<file path="src/rtl/scan_decoder_n_pkg.sv">
// Shared encodings for scan_decoder_n: FSM state values and MODE strobe meanings.
package scan_decoder_n_pkg;

  typedef enum logic [1:0] {
    ST_IDLE = 2'd0,
    ST_HOLD = 2'd1,
    ST_SCAN = 2'd2
  } state_t;

  localparam logic MODE_DIRECT = 1'b0;
  localparam logic MODE_SCAN   = 1'b1;

endpackage

</file>
<file path="src/rtl/scan_decoder_n_if.sv">
// Control/status bundle for scan_decoder_n.
//   master: drives e, mode, load, start, stop, a, dwell; observes d, idx, busy, wrap
//   slave : the decoder side of the same signals
interface scan_decoder_n_if #(
  parameter int ADDR_W  = 5,
  parameter int DWELL_W = 4
);
  logic                 e;
  logic                 mode;
  logic                 load;
  logic                 start;
  logic                 stop;
  logic [ADDR_W-1:0]    a;
  logic [DWELL_W-1:0]   dwell;
  logic [2**ADDR_W-1:0] d;
  logic [ADDR_W-1:0]    idx;
  logic                 busy;
  logic                 wrap;

  modport master (output e, mode, load, start, stop, a, dwell,
                  input  d, idx, busy, wrap);
  modport slave  (input  e, mode, load, start, stop, a, dwell,
                  output d, idx, busy, wrap);
endinterface

</file>
<file path="src/rtl/scan_decoder_n_one_hot_decoder_n.sv">
// Combinational ADDR_W-to-2^ADDR_W one-hot decoder with enable.
//   d : one-hot output, all zero when e=0
//   a : address
//   e : enable
module one_hot_decoder_n #(
  parameter int ADDR_W = 5
) (
  output logic [2**ADDR_W-1:0] d,
  input  logic [ADDR_W-1:0]    a,
  input  logic                 e
);

  for (genvar i = 0; i < 2**ADDR_W; i++) begin : g_line
    assign d[i] = e && (a == ADDR_W'(i));
  end

endmodule

</file>
<file path="src/rtl/scan_decoder_n.sv">
// Registered one-hot decoder with DIRECT (latch and hold) and SCAN (walk with dwell) modes.
//   clk : rising-edge clock
//   rst : asynchronous active-high reset
//   bus : scan_decoder_n_if slave (strobes, address, dwell in; d/idx/busy/wrap out)
// Only the FSM, index register and dwell counter live here; d is decoded from the
// registered index, with e the only combinational input path to it.
module scan_decoder_n
  import scan_decoder_n_pkg::*;
#(
  parameter int ADDR_W  = 5,
  parameter int DWELL_W = 4
) (
  input  logic             clk,
  input  logic             rst,
  scan_decoder_n_if.slave  bus
);

  localparam logic [ADDR_W-1:0] IDX_MAX = '1;

  state_t               state_q, state_d;
  logic [ADDR_W-1:0]    idx_q, idx_d;
  logic [DWELL_W-1:0]   cnt_q, cnt_d;
  logic [DWELL_W-1:0]   dwell_q, dwell_d;
  logic                 wrap_q, wrap_d;
  logic                 dec_en;

  always_ff @(posedge clk or posedge rst) begin
    if (rst) begin
      state_q <= ST_IDLE;
      idx_q   <= '0;
      cnt_q   <= '0;
      dwell_q <= '0;
      wrap_q  <= 1'b0;
    end else begin
      state_q <= state_d;
      idx_q   <= idx_d;
      cnt_q   <= cnt_d;
      dwell_q <= dwell_d;
      wrap_q  <= wrap_d;
    end
  end

  // STOP beats everything; in SCAN the strobes are ignored so a scan cannot be restarted.
  // wrap defaults to 0 so it is a single-cycle pulse and drops while paused or stopped.
  always_comb begin
    state_d = state_q;
    idx_d   = idx_q;
    cnt_d   = cnt_q;
    dwell_d = dwell_q;
    wrap_d  = 1'b0;
    if (bus.stop) begin
      state_d = ST_IDLE;
    end else begin
      case (state_q)
        ST_SCAN: begin
          if (bus.e) begin
            if (cnt_q != '0) begin
              cnt_d = cnt_q - DWELL_W'(1);
            end else begin
              idx_d  = idx_q + ADDR_W'(1);
              cnt_d  = dwell_q;
              wrap_d = (idx_q == IDX_MAX);
            end
          end
        end
        default: begin
          if (bus.load && bus.mode == MODE_DIRECT) begin
            idx_d   = bus.a;
            state_d = ST_HOLD;
          end else if (bus.start && bus.mode == MODE_SCAN) begin
            idx_d   = bus.a;
            cnt_d   = bus.dwell;
            dwell_d = bus.dwell;
            state_d = ST_SCAN;
          end
        end
      endcase
    end
  end

  assign dec_en = (state_q != ST_IDLE) && bus.e;

  one_hot_decoder_n #(.ADDR_W(ADDR_W)) u_dec (
    .d (bus.d),
    .a (idx_q),
    .e (dec_en)
  );

  assign bus.idx  = idx_q;
  assign bus.busy = (state_q == ST_SCAN);
  assign bus.wrap = wrap_q;

endmodule

</file>
<file path="src/flat_wrapper.sv">
// flat-port wrapper written by rule: the top's interface ports become plain ports
module scan_decoder_n_flat import scan_decoder_n_pkg::*;
#(
  parameter int ADDR_W  = 5,
  parameter int DWELL_W = 4
)
  (clk, rst, bus_e, bus_mode, bus_load, bus_start, bus_stop, bus_a, bus_dwell, bus_d, bus_idx, bus_busy, bus_wrap);
  scan_decoder_n_if #(.ADDR_W(ADDR_W), .DWELL_W(DWELL_W)) bus_i ();
  input  logic clk;
  input  logic rst;
  input wire logic [$bits(bus_i.e)-1:0] bus_e;
  input wire logic [$bits(bus_i.mode)-1:0] bus_mode;
  input wire logic [$bits(bus_i.load)-1:0] bus_load;
  input wire logic [$bits(bus_i.start)-1:0] bus_start;
  input wire logic [$bits(bus_i.stop)-1:0] bus_stop;
  input wire logic [$bits(bus_i.a)-1:0] bus_a;
  input wire logic [$bits(bus_i.dwell)-1:0] bus_dwell;
  output wire logic [$bits(bus_i.d)-1:0] bus_d;
  output wire logic [$bits(bus_i.idx)-1:0] bus_idx;
  output wire logic [$bits(bus_i.busy)-1:0] bus_busy;
  output wire logic [$bits(bus_i.wrap)-1:0] bus_wrap;
  assign bus_i.e = bus_e;
  assign bus_i.mode = bus_mode;
  assign bus_i.load = bus_load;
  assign bus_i.start = bus_start;
  assign bus_i.stop = bus_stop;
  assign bus_i.a = bus_a;
  assign bus_i.dwell = bus_dwell;
  assign bus_d = bus_i.d;
  assign bus_idx = bus_i.idx;
  assign bus_busy = bus_i.busy;
  assign bus_wrap = bus_i.wrap;
  scan_decoder_n #(.ADDR_W(ADDR_W), .DWELL_W(DWELL_W)) u_core (.clk(clk), .rst(rst), .bus(bus_i));
endmodule
</file>
<file path="config.mk">
export PLATFORM = sky130hd
export DESIGN_NAME = scan_decoder_n_flat
export DESIGN_NICKNAME = d
export VERILOG_FILES = /design/src/rtl/scan_decoder_n_pkg.sv /design/src/rtl/scan_decoder_n_if.sv /design/src/rtl/scan_decoder_n_one_hot_decoder_n.sv /design/src/rtl/scan_decoder_n.sv /design/src/flat_wrapper.sv
export SDC_FILE = /design/constraint.sdc
export NUM_CORES = 1
export LEC_CHECK = 0
export CORE_AREA = 2 2 41 81
export DETAILED_ROUTE_END_ITERATION = 12
export DIE_AREA = 0 0 43 83
export GPL_TIMING_DRIVEN = 0
export PLACE_DENSITY = 0.77
export SLEW_MARGIN = 0
export SYNTH_ARGS = -nofsm -noshare
export SYNTH_HDL_FRONTEND = slang
export SYNTH_HIERARCHICAL = 1
export SYNTH_SLANG_ARGS = --single-unit
</file>
<file path="constraint.sdc">
create_clock -name clk -period 2.4 [get_ports clk]
set_input_delay 0.24 -clock clk [delete_from_list [all_inputs] [get_ports clk]]
set_output_delay 0.24 -clock clk [all_outputs]
set_load 0.02 [all_outputs]
</file>
== Yosys cells after proc, flatten, opt, wreduce, memory -nomap -nowiden ==
Cells that the tools add are included.

* Logic and storage cells: 110
* Output and inout port bits: 39
* Register bits after elaboration: 16

* Multiplexer cells: 18
* Bitwise gates (word level): 4
* Reduce and logical (&&, ||, !) cells: 45
* Equal/unequal tests: 36
* Add/subtract/negate cells: 2

{| class="wikitable"
|+ Operators with widths
! cell !! count
|-
| == test 5 bit, second input constant || 16
|-
| == test 5 x 4 -> 1 bit, second input constant || 8
|-
| logical AND 1 bit || 35
|-
| 2-to-1 mux 5 bit || 5
|-
| == test 5 x 3 -> 1 bit, second input constant || 4
|-
| 2-to-1 mux 4 bit || 5
|-
| AND reduction 4 bit || 3
|-
| == test 5 x 2 -> 1 bit, second input constant || 2
|-
| 2-to-1 mux 2 bit || 4
|-
| != test 2 bit, second input constant || 4
|-
| nonzero test 3 bit || 2
|-
| adder 5 x 1 -> 5 bit, second input constant || 1
|-
| == test 5 x 1 -> 1 bit, second input constant || 1
|-
| zero test 5 bit || 1
|-
| 2-to-1 mux 1 bit || 4
|-
| NOT 1 bit || 4
|-
| nonzero test 2 bit || 2
|-
| nonzero test 4 bit || 1
|-
| subtractor 4 x 1 -> 4 bit, second input constant || 1
|-
| == test 2 bit, second input constant || 1
|-
| AND reduction 2 bit || 1
|}

== Logic depth before layout (Yosys ltp) ==
Gate-level depths: netlist (run 1).

* Depth in word-level cells: 5
* Depth in mapped cells: 7
* Mapped depth without buffers: 6

== By module ==
Netlist (run 1), hierarchy kept.

{| class="wikitable"
|+ Modules (own cells, without submodules)
! module !! instances !! seq. area each (sq um) !! area each (sq um) !! cells each
|-
| scan_decoder_n || 1 || 400.4 || 929.6 || 95
|-
| one_hot_decoder_n || 1 || 0.0 || 234.0 || 47
|}

== Worst setup path before layout (run 1) ==
Ideal clock, no wire load.

* Path kind: register -> output
* Start: reg u_core.state_q[1]
* End: out bus_d[1]
* Path buffers: 0
* Setup slack: 620 ps
* Cell stages (with the launch flop): 5
* Arrival: 1540 ps
* Data required time: 2160 ps
* Path through: dfrtp_1 > nor2_1 > nor2_1 > or4b_4 > nor2_1

* Longest elaborated chain between the ends: 3

{| class="wikitable"
|+ Ends and longest elaborated chain
! what !! RTL line !! text
|-
| start, declared || scan_decoder_n.sv:20 || <nowiki>state_t state_q, state_d;</nowiki>
|-
| start signal, assigned || scan_decoder_n.sv:35 || <nowiki>state_q <= state_d;</nowiki>
|-
| nonzero test 2 bit || scan_decoder_n.sv:81 || <nowiki>assign dec_en = (state_q != ST_IDLE) && bus.e;</nowiki>
|-
| logical AND 1 bit || scan_decoder_n.sv:81 ||
|-
| named net u_core.dec_en || scan_decoder_n.sv:25 || <nowiki>logic dec_en;</nowiki>
|-
| logical AND 1 bit || scan_decoder_n_one_hot_decoder_n.sv:14 || <nowiki>assign d[i] = e && (a == ADDR_W'(i));</nowiki>
|-
| end, declared || flat_wrapper.sv:18 || <nowiki>output wire logic [$bits(bus_i.d)-1:0] bus_d;</nowiki>
|}

The timed path passes the listed nets, and every way through them passes these cells.

== Worst setup path in the final report (run 1) ==
* Start: in bus_e
* End: out bus_d[13]

* Longest elaborated chain between the ends: 2

{| class="wikitable"
|+ Ends and longest elaborated chain
! what !! RTL line !! text
|-
| start, declared || flat_wrapper.sv:11 || <nowiki>input wire logic [$bits(bus_i.e)-1:0] bus_e;</nowiki>
|-
| logical AND 1 bit || scan_decoder_n.sv:81 ||
|-
| named net u_core.dec_en || scan_decoder_n.sv:25 ||
|-
| logical AND 1 bit || scan_decoder_n_one_hot_decoder_n.sv:14 ||
|}

The timed path passes the listed nets, and every way through them passes these cells.

==> results.tsv, run 1 <==
metric	value	unit
status	complete, no violations	
crit_type	in2out	
rows	28	
hold_class	in2async	
worstPathMaxFanout	8	
root_buffer	clkbuf_8	
grt_pass1_wl	5.878	mm
place_congestion	0.8132	
ys_seq_elements	16	
cts_sinks	16	
rrSetupSlack	0.35	ns
path_clk_slew	0.06	ns
final.setup.tns	0	ns
synth_cells	142	
syn_avg_cell_area	8.194	um2
power_density	552.8	mW/mm2
setup_viol	0	
fin_cells	230	
peakVddDrop	0.4814	mV
start_util	0.3954	
fin_skew	0.002554	ns
core-area	0.002943	mm2
vias	1295	
die_x	43	um
placed_cells	226	
p_int	0.0006206	W
rsz0062_at_grt	yes	
p_comb_frac	0.394	
critPathLaunchType	input pin	
period_minus_slack	2.312	ns
seq_area_frac_synth	0.3441	
num_antenna_cells	0	
insertion_delay	0.25	ns
die_area	0.003569	mm2
htree_levels	1	
ys.warnings.count	6	
reg2reg_depth	7	
clkPwrFrac	0.200	
track_usage	0.2104	
totalWireLength	3.554	mm
drive_gt1_frac	0.09000	
detail_route.wl_per_cell	15.45	um
async_reset_ff_frac	1.000	
die_y	83	um
ant_nets	0	
io_buffers	54	
slew_viol_final	0	
numCtsBuffers	3	
fmax	432.5	MHz
crit_arrival	2.07	ns
route.detailed.drc	0	
grt_start_max_net_pins	17	
seq_power_share	0.406	
synth_edf_count	0	
antenna_found_initial	0	
syn2layout_area_growth	56.24	%
cp.required	2.16	ns
fin_crit_sh	0.9633	
worst_pin_slew	0.6277	ns
drt_iter0_markers	29	
maxCapViolations	0	
hpwl	2.734	mm
fin_nets	221	
syn_area	0.001164	mm2
max-slew-margin-rel	0.5811	
swShare	0.3824	
viasPerCell	5.630	
final_hold_viol_count	0	
ios	55	
synth-main-ff-cell	dfrtp_1	
p_sw	0.0003843	W
grt_pass1_vias	1300	
regToRegStartpoint	u_core/cnt_q[0]	
r2r_end	u_core/bus.idx[0]	
grt-ovfl-total	0	
drt_first_pass_iters	5	
leakage	0.8951	nW
worstSetupEndpointType	primary output	
clockBufferDepth	2	
tritoncts	done	
syn-num-nets	161	
synth.distinct_cells	39	
## placed cells by master, fill, tap and decap left out, drive strengths merged, types with 3 or more instances in the layout
| cell type | instances |
|---|---|
| a21oi | 7 |
| buf | 5 |
| clkbuf | 6 |
| clkdlybuf4s50 | 40 |
| dfrtp | 16 |
| dlygate4sd2 | 4 |
| dlymetal6s2s | 10 |
| ha | 3 |
| inv | 6 |
| mux2 | 6 |
| nand2 | 11 |
| nand2b | 4 |
| nand4b | 3 |
| nand4bb | 4 |
| nor2 | 40 |
| o22ai | 3 |
## power groups by stage
stage	logic [W]	registers, W	clock network [W]
6_report	0.000396	0.000408	0.000201
5_1_grt	0.000435	0.000422	0.000208
4_1_cts	0.000396	0.000407	0.000207
3_5_place_dp	0.000390	0.000411	0
3_3_place_gp	0.000375	0.000406	0
2_1_floorplan	0.000225	0.000416	0
## state kept, by name (all words and copies together) (netlist names)
register,cells
u_core/cnt_q,4
u_core/bus.idx,5
u_core/dwell_q,4
u_core/bus.wrap,1
u_core/state_q,2
## worst max-delay path, cell delays in order
cell and delay [ns]:
clkdlybuf4s50_1 0.52, inv_1 0.11, nor2_4 0.21, nand4b_1 0.22, nor2_1 0.15, clkdlybuf4s50_1 0.62
## cell families (layout without fill, tap and decap cells)
logic type,Yosys count,count (layout),share of synthesized area
AOI/OAI and AO/OA,25,25,0.1581
adders and majority gates,3,3,0.03226
buffers and inverters,13,71,0.04624
DFF,16,16,0.3441
and+or+nand+nor,77,77,0.3441
muxes,8,8,0.07527
## Yosys cell counts (all sizes together), types with 2 or more instances
cell type  instances  area [um2]
a211oi             2       15.01
a21boi             2       15.02
a21oi              7       35.03
a31oi              2       12.51
buf                4       20.02
clkbuf             3       11.26
dfrtp             16       400.4
ha                 3       37.54
inv                6       22.52
mux2               6       67.56
mux2i              2       20.02
nand2             11       41.29
nand2b             4       25.02
nand3              2       10.01
nand4b             3       26.28
nand4bb            4       45.04
nor2              40       150.1
nor3               2       15.01
o211ai             2       15.01
o21ai              2       10.00
o22ai              3       18.77
or2                2       12.51
## what timing repair did
item | CTS | global route
pin swaps | 0 | 0
hold buffers | 0 | 0
setup endpoints to repair | 32 | 11
buffers inserted | 0 | 1
gates resized for setup | 6 | 10
## area by class of cell
class	instances	area [um2]
inverters	6	22.52
clock buffers	3	41.29
flip-flops and latches	16	400.4
fillers	268	1125
repair buffers	55	568.0
multi-input cells	113	716.9
well taps	30	37.54
plain buffers	7	31.28
## per-stage QoR
stage               utilization  cell area [um2]  worst slack [ns]  power (W)  hold slack, ns
floorplan                     -             1164            0.6203  0.0006408          0.1537
global placement         0.5918             1742           -0.2639  0.0007804          0.4914
detailed placement       0.5918             1742           -0.3277  0.0008003          0.4955
CTS                      0.6067             1785           0.08199   0.001009          0.3816
global route             0.6178             1818          -0.05390   0.001065          0.4452
finish                   0.6178             1818           0.08801   0.001005          0.3671
## metal layers
metal  track usage  vias to the layer above  wire [um]
met5             0                        -          0
met3       0.03043                        7        265
met1        0.2041                      596       1210
met2        0.4050                       73       2014
li1              -                      619          -
met4       0.09642                        0         63
## worst max-delay path by stage
stage	start	endpoint	slack, ns	cells past startpoint
global placement	bus_e	bus_d[3]	-0.26	6
finish	bus_e	bus_d[13]	0.09	6
global route	bus_e	bus_d[4]	-0.05	6
detailed placement	bus_e	bus_d[3]	-0.33	6
floorplan	u_core/state_q[1]	bus_d[1]	0.62	4
CTS	bus_e	bus_d[28]	0.08	6
(Power assumes the default switching activity.)
==> run 2, diff against run 1 <==
Settings changed: CORE_AREA 2 2 41 81 to 2 2 42 82, DIE_AREA 0 0 43 83 to 0 0 44 84, PLACE_DENSITY 0.77 to 0.75.
==> results.tsv, run 2 (synthesis results as in run 1) <==
metric	value	unit
finalInstanceArea	0.001787	mm2
drt_first_pass_iters	4	
fmax	442.4	MHz
r2r_end	u_core/bus.idx[0]	
final_common_cell	clkdlybuf4s50_1	
setup_viol	0	
leakage	0.7046	nW
worstSetupEndpointType	primary output	
final_hold_viol_count	0	
rsz0062_at_grt	no	
regToRegStartpoint	u_core/cnt_q[0]	
status	complete, no violations	
power_density	556.3	mW/mm2
crit_type	in2out	
die_area	0.003696	mm2
holdWs	0.3738	ns
place_congestion	0.8280	
totalWireLength	3.248	mm
io_buffers	54	
critPathLaunchType	input pin	
crit_arrival	2.02	ns
die_y	84	um
syn2layout_area_growth	53.55	%
hpwl	2.727	mm
vias	1243	
startpoint	bus_e	
fin_crit_sh	0.9419	
placed_area	0.001743	mm2
cts_hold_repair.buffers	0	
fin_util	0.5726	
clockBufferDepth	2	
path_clk_slew	0.06	ns
insertion_delay	0.25	ns
max-slew-margin-rel	0.5880	
rows	29	
post-cts-setup-buffers	0	
power	0.0009939	W
die_x	44	um
cp.required	2.16	ns
fillers	302	
largest_register_ffs	5	
grt_start_max_net_pins	17	
drt_iter0_markers	41	
rrSetupSlack	0.42	ns
cts_sinks	16	
antenna_found_initial	0	
grt_pass1_vias	1314	
root_buffer	clkbuf_8	
core-area	0.003120	mm2
start_util	0.3729	
multi_input_area	716.9	um2
final_cell_mix	clkdlybuf4s50_1 (50), nor2_1 (39), dfrtp_1 (16), nand2_1 (11), a21oi_1 (7)	
drive_gt1_frac	0.08543	
grt_pass1_wl	5.630	mm
maxCapViolations	0	
viasPerCell	5.404	
crit_end	bus_d[29]	
ios	55	
seqCellArea	400.4	um2
peakVddDrop	0.4750	mV
fin_skew	0.005223	ns
detail_route.wl_per_cell	14.12	um
cts_resized	6	
period_minus_slack	2.261	ns
tritoncts	done	
fin_nets	220	
worst_pin_slew	0.6173	ns
num_antenna_cells	0	
numCtsBuffers	3	
worstPathMaxFanout	8	
htree_levels	1	
ant_nets	0	
grt-ovfl-total	0	
track_usage	0.1920	
reg2reg_depth	7	
slew_viol_final	0	
route.detailed.drc	0	
hold_class	in2async	
==> run 2: cell type report <==
class	instances	area share
Multi-Input combinational cell	113	0.4013
Inverter	6	0.01261
Tap cell	31	0.02171
Timing Repair Buffer	54	0.2997
Sequential cell	16	0.2241
Clock buffer	3	0.02311
Buffer	7	0.01751
==> run 2: critical path, stage by stage <==
cell and delay (ns):
clkdlybuf4s50_1 0.51, inv_1 0.09, nor2_4 0.20, nand4_1 0.21, nor2_1 0.16, clkdlybuf4s50_1 0.61
==> run 2: power by group <==
part | switching [W] | internal [W] | leakage [nW]
Combinational | 0.000204 | 0.000183 | 0.492
Sequential | 0.0000822 | 0.000325 | 0.191
Clock | 0.0000893 | 0.000111 | 0.0216
==> run 2: how the worst min path moves through the flow <==
stage / start / to
after floorplan: rst / u_core/bus.idx[0]
after global placement: u_core/dwell_q[1] / u_core/dwell_q[1]
after detailed placement: u_core/dwell_q[1] / u_core/dwell_q[1]
after CTS: rst / u_core/dwell_q[1]
after global routing: rst / u_core/bus.idx[4]
final: rst / u_core/bus.idx[4]
==> run 2: per-stage QoR <==
stage | TNS [ns] | instances | setup WS (ns)
after floorplan | 0 | 142 | 0.6203
after global placement | -1.305 | 227 | -0.2761
after detailed placement | -2.522 | 227 | -0.3365
after CTS | 0 | 230 | 0.1345
after global routing | 0 | 230 | 0.003746
final | 0 | 230 | 0.1395
==> run 2: metal layers <==
| metal | GRT usage | vias up | wire (um) |
|---|---|---|---|
| li1 | - | 617 | - |
| met1 | 0.1721 | 577 | 1064 |
| met2 | 0.4011 | 47 | 1990 |
| met3 | 0.02165 | 2 | 175 |
| met4 | 0.04959 | 0 | 17 |
| met5 | 0 | - | 0 |
==> run 3, diff against run 2 <==
Settings changed: GPL_TIMING_DRIVEN 0 to 1, SKIP_LAST_GASP set to 1.
==> results.tsv, run 3 (synthesis results as in run 1) <==
metric	value	unit
worstSetupEndpointType	primary output	
syn2layout_area_growth	59.46	%
start_util	0.3729	
fin_crit_sh	0.9081	
r2r_end	u_core/bus.idx[0]	
path_clk_slew	0.06	ns
peakVddDrop	0.4436	mV
critPathMaxStageDelay	0.50	ns
max-slew-margin-rel	0.5657	
path_buf_inv	3	
fin_nets	218	
drt_iter0_markers	35	
power	0.001003	W
die_area	0.003696	mm2
fmax	458.8	MHz
die_x	44	um
crit_type	in2out	
viasPerCell	5.539	
crit_chain	clkdlybuf4s50_1, inv_1, nor2_1, or4b_4, nor2_1, dlygate4sd2_1	
crit_arrival	1.94	ns
rows	29	
rsz0062_at_grt	no	
fin_util	0.5946	
track_usage	0.1867	
largest_register_ffs	5	
reg2reg_depth	6	
root_buffer	clkbuf_8	
grt-ovfl-total	0	
hpwl	2.678	mm
worst_pin_slew	0.6508	ns
htree_levels	1	
critPathSlowestCell	clkdlybuf4s50_1	
regToRegStartpoint	u_core/cnt_q[0]	
fillers	286	
place_congestion	0.8226	
vias	1263	
holdWs	0.3761	ns
power_density	540.3	mW/mm2
cts_sinks	16	
insertion_delay	0.25	ns
maxCapViolations	0	
multi_input_area	709.4	um2
cp.required	2.16	ns
grt_pass1_vias	1173	
fin_skew	0.001167	ns
post-cts-setup-buffers	0	
cpMostUsedCell	nor2_1	
critPathLaunchType	input pin	
antenna_found_initial	0	
grt_start_max_net_pins	17	
numCtsBuffers	3	
num_antenna_cells	0	
drt_first_pass_iters	5	
seqCellArea	400.4	um2
route.detailed.drc	0	
leakage	1.233	nW
path_delay_family	buffers and inverters	
hold_class	in2async	
worstPathMaxFanout	4	
die_y	84	um
clockBufferDepth	2	
detail_route.wl_per_cell	15.06	um
rrSetupSlack	0.41	ns
final_hold_viol_count	0	
slew_viol_final	0	
setup_viol	0	
status	complete, no violations	
drive_gt1_frac	0.08629	
period_minus_slack	2.179	ns
core-area	0.003120	mm2
io_buffers	54	
ant_nets	0	
final_common_cell	nor2_1	
final_cell_mix	nor2_1 (40), dlymetal6s2s_1 (28), clkdlybuf4s50_1 (22), dfrtp_1 (16), nand2_1 (11)	
totalWireLength	3.434	mm
cts_hold_repair.buffers	0	
grt_pass1_wl	5.319	mm
ios	55	
tritoncts	done	
[run 3: changes by cell type in the layout (fill, tap and decap cells not counted)]
cell | previous run | this run
nor2_4 | 1 | 0
clkdlybuf4s50_1 | 50 | 22
dlymetal6s2s_1 | 0 | 28
buf_4 | 0 | 5
nor2_1 | 39 | 40
buf_2 | 4 | 0
clkbuf_1 | 3 | 0
[run 3: per-layer routing]
layer  GRT usage  share of wire
met1      0.1798           0.33
met2      0.3570           0.59
met3     0.02597          0.061
met4     0.08540          0.021
met5           0              0
[run 3: worst max-delay path by stage]
stage / from / endpoint / slack (ns) / cells after the start
2_1_floorplan: u_core/state_q[1] / bus_d[1] / 0.62 / 4
3_3_place_gp: bus_e / bus_d[3] / 0.0001 / 6
3_5_place_dp: bus_e / bus_d[3] / -0.05 / 6
4_1_cts: bus_e / bus_d[18] / 0.02 / 7
5_1_grt: bus_e / bus_d[3] / 0.14 / 6
6_report: bus_e / bus_d[2] / 0.22 / 6
[run 3: what timing repair did]
action	in CTS	in global routing
endpoints found under the setup margin	4	28
cloned	0	0
gates resized for setup	4	28
[run 3: where the power goes]
group          total [W]  switching, W  internal [W]
clock network   0.000199     0.0000878      0.000111
registers       0.000387     0.0000622      0.000325
logic           0.000416      0.000228      0.000188
total            0.00100      0.000378      0.000624
[run 3: worst reg2reg max path: stages (launching register included)]
cell and delay, ns:
dfrtp_1 0.40, inv_1 0.12, ha_1 0.26, or3b_1 0.49
o32ai_4 0.27, a21boi_1 0.23, mux2i_1 0.10
[run 3: layout make-up]
cell class / instances / area share
Tap cell: 31 / 0.02090
Sequential cell: 16 / 0.2158
Multi-Input combinational cell: 113 / 0.3823
Clock buffer: 3 / 0.02225
Timing Repair Buffer: 59 / 0.3466
Inverter: 6 / 0.01214
[run 3: through the flow]
step / area, um2 / cells / TNS, ns / worst slack, ns
final: 1856 / 228 / 0 / 0.2206
after global routing: 1856 / 228 / 0 / 0.1400
after CTS: 1785 / 228 / 0 / 0.02020
after detailed placement: 1749 / 225 / -0.1514 / -0.04899
after global placement: 1749 / 225 / 0 / 0.0001499
after floorplan: 1164 / 142 / 0 / 0.6203
